**src/rtl/fb_access_arbiter.sv**
```systemverilog
// rtl/fb_access_arbiter.sv - Frame-buffer RAM arbiter: VGA scanout reads win, two writers share the rest round-robin.
// Optional tear-free mode: define FB_WR_VBLANK_ONLY_EN to grant writes only while CounterY >= 480.
module fb_access_arbiter #(
    parameter int H_RES       = 160,
    parameter int V_RES       = 120,
    parameter int SCALE_SHIFT = 2,
    parameter int ADDR_W      = 15
) (
    input  logic              clk,
    input  logic              reset_n,
    input  logic              pix_en,
    input  logic              inDisplayArea,
    input  logic [9:0]        CounterX,
    input  logic [9:0]        CounterY,
    input  logic [1:0]        wr_req,
    input  logic [ADDR_W-1:0] wr_addr0,
    input  logic [ADDR_W-1:0] wr_addr1,
    input  logic [11:0]       wr_data0,
    input  logic [11:0]       wr_data1,
    output logic [1:0]        wr_ack,
    output logic              wr_err,
    output logic              mem_en,
    output logic              mem_we,
    output logic [ADDR_W-1:0] mem_addr,
    output logic [11:0]       mem_wdata,
    input  logic [11:0]       mem_rdata,
    output logic [11:0]       rgb,
    output logic              frame_start
);

    localparam int               FB_SIZE  = H_RES * V_RES;
    localparam logic [ADDR_W:0]  FB_LIMIT = (ADDR_W+1)'(FB_SIZE);

    // Constant multiply by H_RES built from shifted adds of the row index.
    function automatic logic [ADDR_W-1:0] times_h_res(input logic [ADDR_W-1:0] y);
        logic [ADDR_W-1:0] acc;
        acc = '0;
        for (int b = 0; b < ADDR_W; b++) begin
            if (((H_RES >> b) & 1) != 0) begin
                acc = acc + (y << b);
            end
        end
        return acc;
    endfunction

    logic              mem_en_q, mem_en_d;
    logic              mem_we_q, mem_we_d;
    logic [ADDR_W-1:0] mem_addr_q, mem_addr_d;
    logic [11:0]       mem_wdata_q, mem_wdata_d;
    logic [1:0]        wr_ack_q, wr_ack_d;
    logic              wr_err_q, wr_err_d;
    logic              last_q, last_d;
    logic [1:0]        pix_v_q, pix_v_d;
    logic [1:0]        disp_q, disp_d;
    logic [11:0]       rgb_q, rgb_d;
    logic              frame_start_q, frame_start_d;

    logic              scan_slot;
    logic              wr_window;
    logic [ADDR_W-1:0] scan_row;
    logic [ADDR_W-1:0] scan_col;
    logic [ADDR_W-1:0] scan_addr;
    logic              gnt_valid;
    logic              gnt_sel;
    logic [ADDR_W-1:0] sel_addr;
    logic [11:0]       sel_data;

`ifdef FB_WR_VBLANK_ONLY_EN
    assign wr_window = (CounterY >= 10'd480);
`else
    assign wr_window = 1'b1;
`endif

    assign scan_slot = pix_en & inDisplayArea;
    assign scan_row  = ADDR_W'(CounterY >> SCALE_SHIFT);
    assign scan_col  = ADDR_W'(CounterX >> SCALE_SHIFT);
    assign scan_addr = times_h_res(scan_row) + scan_col;

    // Round-robin: on contention the writer not granted last wins.
    always_comb begin
        gnt_valid = 1'b0;
        gnt_sel   = 1'b0;
        if (!scan_slot && wr_window) begin
            case (wr_req)
                2'b01: begin
                    gnt_valid = 1'b1;
                    gnt_sel   = 1'b0;
                end
                2'b10: begin
                    gnt_valid = 1'b1;
                    gnt_sel   = 1'b1;
                end
                2'b11: begin
                    gnt_valid = 1'b1;
                    gnt_sel   = ~last_q;
                end
                default: begin
                    gnt_valid = 1'b0;
                    gnt_sel   = 1'b0;
                end
            endcase
        end
    end

    assign sel_addr = gnt_sel ? wr_addr1 : wr_addr0;
    assign sel_data = gnt_sel ? wr_data1 : wr_data0;

    always_comb begin
        mem_en_d    = 1'b0;
        mem_we_d    = 1'b0;
        mem_addr_d  = mem_addr_q;
        mem_wdata_d = mem_wdata_q;
        wr_ack_d    = 2'b00;
        wr_err_d    = 1'b0;
        last_d      = last_q;
        if (scan_slot) begin
            mem_en_d   = 1'b1;
            mem_addr_d = scan_addr;
        end else if (gnt_valid) begin
            last_d   = gnt_sel;
            wr_ack_d = gnt_sel ? 2'b10 : 2'b01;
            // Out-of-range writes are still acked so the writer moves on; the RAM is left untouched.
            if ({1'b0, sel_addr} < FB_LIMIT) begin
                mem_en_d    = 1'b1;
                mem_we_d    = 1'b1;
                mem_addr_d  = sel_addr;
                mem_wdata_d = sel_data;
            end else begin
                wr_err_d = 1'b1;
            end
        end
    end

    // Pixel pipeline: command at T+1, RAM data at T+2, rgb visible at T+3.
    always_comb begin
        pix_v_d       = {pix_v_q[0], pix_en};
        disp_d        = {disp_q[0], inDisplayArea};
        rgb_d         = rgb_q;
        frame_start_d = pix_en && (CounterX == 10'd0) && (CounterY == 10'd0);
        if (pix_v_q[1]) begin
            rgb_d = disp_q[1] ? mem_rdata : 12'h000;
        end
    end

    always_ff @(posedge clk or negedge reset_n) begin
        if (!reset_n) begin
            mem_en_q      <= 1'b0;
            mem_we_q      <= 1'b0;
            mem_addr_q    <= '0;
            mem_wdata_q   <= '0;
            wr_ack_q      <= 2'b00;
            wr_err_q      <= 1'b0;
            last_q        <= 1'b1;
            pix_v_q       <= 2'b00;
            disp_q        <= 2'b00;
            rgb_q         <= '0;
            frame_start_q <= 1'b0;
        end else begin
            mem_en_q      <= mem_en_d;
            mem_we_q      <= mem_we_d;
            mem_addr_q    <= mem_addr_d;
            mem_wdata_q   <= mem_wdata_d;
            wr_ack_q      <= wr_ack_d;
            wr_err_q      <= wr_err_d;
            last_q        <= last_d;
            pix_v_q       <= pix_v_d;
            disp_q        <= disp_d;
            rgb_q         <= rgb_d;
            frame_start_q <= frame_start_d;
        end
    end

    assign mem_en      = mem_en_q;
    assign mem_we      = mem_we_q;
    assign mem_addr    = mem_addr_q;
    assign mem_wdata   = mem_wdata_q;
    assign wr_ack      = wr_ack_q;
    assign wr_err      = wr_err_q;
    assign rgb         = rgb_q;
    assign frame_start = frame_start_q;

endmodule

```
**config.mk**
```make
export PLATFORM = sky130hd
export DESIGN_NAME = fb_access_arbiter
export DESIGN_NICKNAME = d
export VERILOG_FILES = /design/src/rtl/fb_access_arbiter.sv
export SDC_FILE = /design/constraint.sdc
export NUM_CORES = 1
export LEC_CHECK = 0
export ABC_AREA = 1
export BUFFER_PORTS_ARGS = -buffer_cell sky130_fd_sc_hd__buf_4
export CAP_MARGIN = 20
export CORE_UTILIZATION = 47
export CTS_CLUSTER_DIAMETER = 200
export DETAILED_ROUTE_END_ITERATION = 8
export GPL_TIMING_DRIVEN = 0
export PLACE_DENSITY = 0.85
export SLEW_MARGIN = 20
export SYNTH_ARGS = -nofsm -noshare
export SYNTH_HDL_FRONTEND = slang
export SYNTH_SLANG_ARGS = --single-unit
export TNS_END_PERCENT = 30
```
**constraint.sdc**
```tcl
create_clock -name clk -period 1.7 [get_ports clk]
set_input_delay 0.085 -clock clk [delete_from_list [all_inputs] [get_ports clk]]
set_output_delay 0.085 -clock clk [all_outputs]
set_load 0.02 [all_outputs]
```
==> results.json <==
{
  "synth_warnings": 0,
  "count_of_flip_flops_with_a_built_in_enable_after_synthesis": 0,
  "grt_first_pass_wirelength_um": 13200,
  "setup.worst_path.class": "reg -> reg",
  "drive_gt1_share_pct": 36.8,
  "finalMaxSlewViolations": 0,
  "synthesis.area_per_instance_um2": 8.09,
  "core_um2": 5960,
  "cts-root-buf": "sky130_fd_sc_hd__clkbuf_8",
  "detail_route.iter0.violations": 80,
  "mappedNetlistArea_um2": 2910,
  "worstReg2RegEnd": "mem_addr[13]",
  "clk_pin_slew_worst_paths_ns": 0.09,
  "die_x_um": 80.7,
  "max-slew-margin-rel_pct": 59.4,
  "grt_pass1_vias": 2998,
  "min_delay_src": "mem_rdata[5]",
  "yosysMostFrequentCell": "sky130_fd_sc_hd__nand2_1",
  "rows": 28,
  "pre_cts_slack_ns": -0.327,
  "fp.dieArea_um2": 6520,
  "count_of_endpoints_failing_setup_in_the_final_report": 25,
  "compound_cell_area_share_of_the_yosys_netlist_pct": 9.36,
  "number_of_standard_cells_in_the_final_layout_excluding_fillers": 589,
  "power.density_nw_per_um2": 876,
  "post-route-drc-count": 0,
  "place_inst": 570,
  "antenna_found_initial": 0,
  "cts.sinks": 50,
  "synth.area.top_cells": "sky130_fd_sc_hd__dfrtp_1, sky130_fd_sc_hd__nand2_1, sky130_fd_sc_hd__nand3_1, sky130_fd_sc_hd__ha_1, sky130_fd_sc_hd__inv_1",
  "seqCellArea_um2": 1250,
  "post_synth_xor_area_fraction_pct": 0,
  "wl_um": 8240,
  "status": "complete, but fails checks",
  "worst_ep_required_time_ns": 1.89,
  "vias_post_dr": 3076,
  "portion_of_the_post_synthesis_area_used_by_sequential_elements_pct": 43.0,
  "design.final.nets": 622,
  "critPathArrivalTime_ns": 1.93,
  "post_layout_minimum_cycle_time_ns": 1.75,
  "clk_path_buf_depth": 2,
  "finish.utilization_pct": 72.6,
  "synth-async-reset-ratio_pct": 100,
  "vdd_ir_drop_max_uv": 572,
  "crit-reg2reg-launch": "last_q",
  "grt_start_max_net_pins": 51,
  "worst_hold_path.num_cells": 3,
  "post-dp-hpwl_um": 6540,
  "startpoint_type": "flop",
  "vias_per_cell": 5.22,
  "maxCapViolations": 0,
  "port_buffers": 135,
  "synthMuxAreaShare_pct": 4.12,
  "fin_skew_ns": 0.00593,
  "max_slew.worst_pin.slew_ns": 0.608,
  "reg2reg_slack_ns": -0.05,
  "violated_checks": "negative setup slack",
  "yosysTopAreaCell": "sky130_fd_sc_hd__dfrtp_1",
  "fin_area_um2": 4320,
  "worst_r2r_path_depth": 11,
  "ys_ff_latch": 50,
  "synthSimpleGateAreaFrac_pct": 27.5,
  "critical_path.endpoint_type": "flop",
  "critical_path_fanout_max": 10,
  "io_pins": 137,
  "post_synth_most_frequent_cells": "sky130_fd_sc_hd__nand2_1, sky130_fd_sc_hd__dfrtp_1, sky130_fd_sc_hd__nand3_1",
  "synthToLayoutAreaGrowth_pct": 48.3,
  "final.period_utilization_pct": 103,
  "grt_usage_pct": 26.3,
  "multi_input_comb_area_um2": 1500,
  "place.gp.congestion": 0.906,
  "grt_overflow": 0,
  "synth_nets": 469,
  "max_clock_freq_mhz": 572,
  "floorplan.initialDensity_pct": 48.9,
  "timing.hold.worst_endpoint": "rgb[5]",
  "route.antenna.remaining_nets": 0,
  "clock_tree.htree_level_count": 2,
  "detailed_place.area_um2": 4030,
  "drt-pass1-iter-count": 4,
  "tritoncts": "done",
  "worst_skew_pair.late_latency_ns": 0.30,
  "share_of_synthesized_cell_area_in_full_adder_half_adder_and_majority_cells_pct": 7.81,
  "final.fill_count": 451,
  "finalWorstSetupSlack_ns": -0.0481,
  "ys.flop_type": "sky130_fd_sc_hd__dfrtp_1",
  "antenna_cells_inserted": 0,
  "main_combinational_cell_family_by_area_after_synthesis": "simple AND/OR/NAND/NOR gates",
  "rsz0062_at_grt": "true",
  "tritoncts.num_buffers": 5,
  "timing.hold.ws_ns": 0.0225,
  "syn_inst": 360,
  "synth.top_cell.area_share_pct": 42.1,
  "min_path_type": "in -> reg",
  "route.detailed.wl_per_inst_um": 14.0,
  "hold_viol_final": 0,
  "synth.distinct_cells": 30,
  "fp.dieH_um": 80.7,
  "static-leakage-power_uw": 0.00237
}
-- per-layer routing --
| layer | routed length (um) | part of all wire, % | vias to the layer above | global-route usage, % |
|---|---|---|---|---|
| met5 | 0 | 0 | - | 0 |
| met4 | 206 | 2.5 | 0 | 9.82 |
| met3 | 633 | 7.7 | 20 | 3.82 |
| met2 | 4130 | 50 | 142 | 47.1 |
| met1 | 3270 | 40 | 1416 | 31.9 |
| li1 | - | - | 1498 | - |
-- layout make-up --
| cell class | instances | area share, % |
|---|---|---|
| Sequential cell | 50 | 29.0 |
| Timing Repair Buffer | 146 | 25.8 |
| Inverter | 41 | 3.73 |
| Tap cell | 75 | 2.17 |
| Multi-Input combinational cell | 253 | 34.6 |
| Buffer | 16 | 2.49 |
| Clock inverter | 2 | 0.289 |
| Clock buffer | 6 | 1.91 |
-- timing repair --
action	in CTS	in global routing
hold buffers	5	0
hold endpoints to repair	52	0
setup endpoints to repair	29	29
pin swaps	7	3
setup buffers	5	0
gates cloned	1	0
resized for setup	23	6
-- kinds of logic (layout without fill, tap and decap cells) --
family / Yosys count / count (layout)
buffers and inverters: 57 / 211
AND/OR/NAND/NOR: 174 / 174
adder cells (fa/ha/maj): 17 / 17
AO/OA/AOI/OAI: 50 / 50
flip-flops: 50 / 50
multiplexers: 12 / 12
-- flip-flops by register name, indices dropped and copies added, names as in the netlist, 2 cells and up --
signal and flops:
disp_q 2, mem_addr 15, mem_wdata 12, pix_v_q 2, rgb 12, wr_ack 2
-- metrics by stage --
| stage | TNS [ns] | total power [uW] |
|---|---|---|
| detailed placement | -5.46 | 3020 |
| finish | -0.693 | 3790 |
| global route | -3.45 | 4020 |
| floorplan | -0.0383 | 2330 |
| CTS | -0.948 | 3800 |
| global placement | -4.22 | 2970 |
-- where the power goes --
group	total, uW	switching, uW	internal [uW]
logic	1560	863	696
clock network	706	378	327
registers	1520	120	1400
-- critical path, stage by stage (launching register included) --
cell                      delay, ns
sky130_fd_sc_hd__dfstp_2       0.57
sky130_fd_sc_hd__nand2_4       0.09
sky130_fd_sc_hd__buf_4         0.16
sky130_fd_sc_hd__nand4_1       0.08
sky130_fd_sc_hd__nand2_1       0.08
sky130_fd_sc_hd__nand2_1       0.07
sky130_fd_sc_hd__nand2_1       0.05
sky130_fd_sc_hd__nand2_2       0.10
sky130_fd_sc_hd__nand3_4       0.10
sky130_fd_sc_hd__buf_4         0.19
sky130_fd_sc_hd__nand3_1       0.09
sky130_fd_sc_hd__nand2_2       0.06
-- worst max-delay path by stage --
stage | startpoint | end | slack (ns) | depth (start not counted)
global placement | CounterY[4] | mem_addr[14] | -0.31 | 14
global route | last_q | mem_addr[8] | -0.15 | 11
floorplan | CounterY[4] | mem_addr[12] | -0.04 | 15
CTS | last_q | mem_addr[13] | -0.06 | 11
finish | last_q | mem_addr[13] | -0.05 | 11
detailed placement | CounterY[4] | mem_addr[12] | -0.33 | 16
-- cell usage in the layout (no fill, tap or decap), drive strengths merged --
cell type,synthesis,final
dfstp,1,1
nor4,4,4
ha,15,15
dfrtp,49,49
buf,11,152
fa,2,2
dlygate4sd3,0,5
o31ai,2,2
nand3,48,48
a21oi,7,7
nand2,102,102
clkinvlp,0,1
clkinv,0,1
o22ai,1,1
nand4,7,7
o21ai,38,38
mux2i,12,12
inv,41,41
nor3,1,1
nor2,12,12
o21bai,2,2
clkbuf,5,11
No activity file was read; power rests on OpenSTA's default activity.
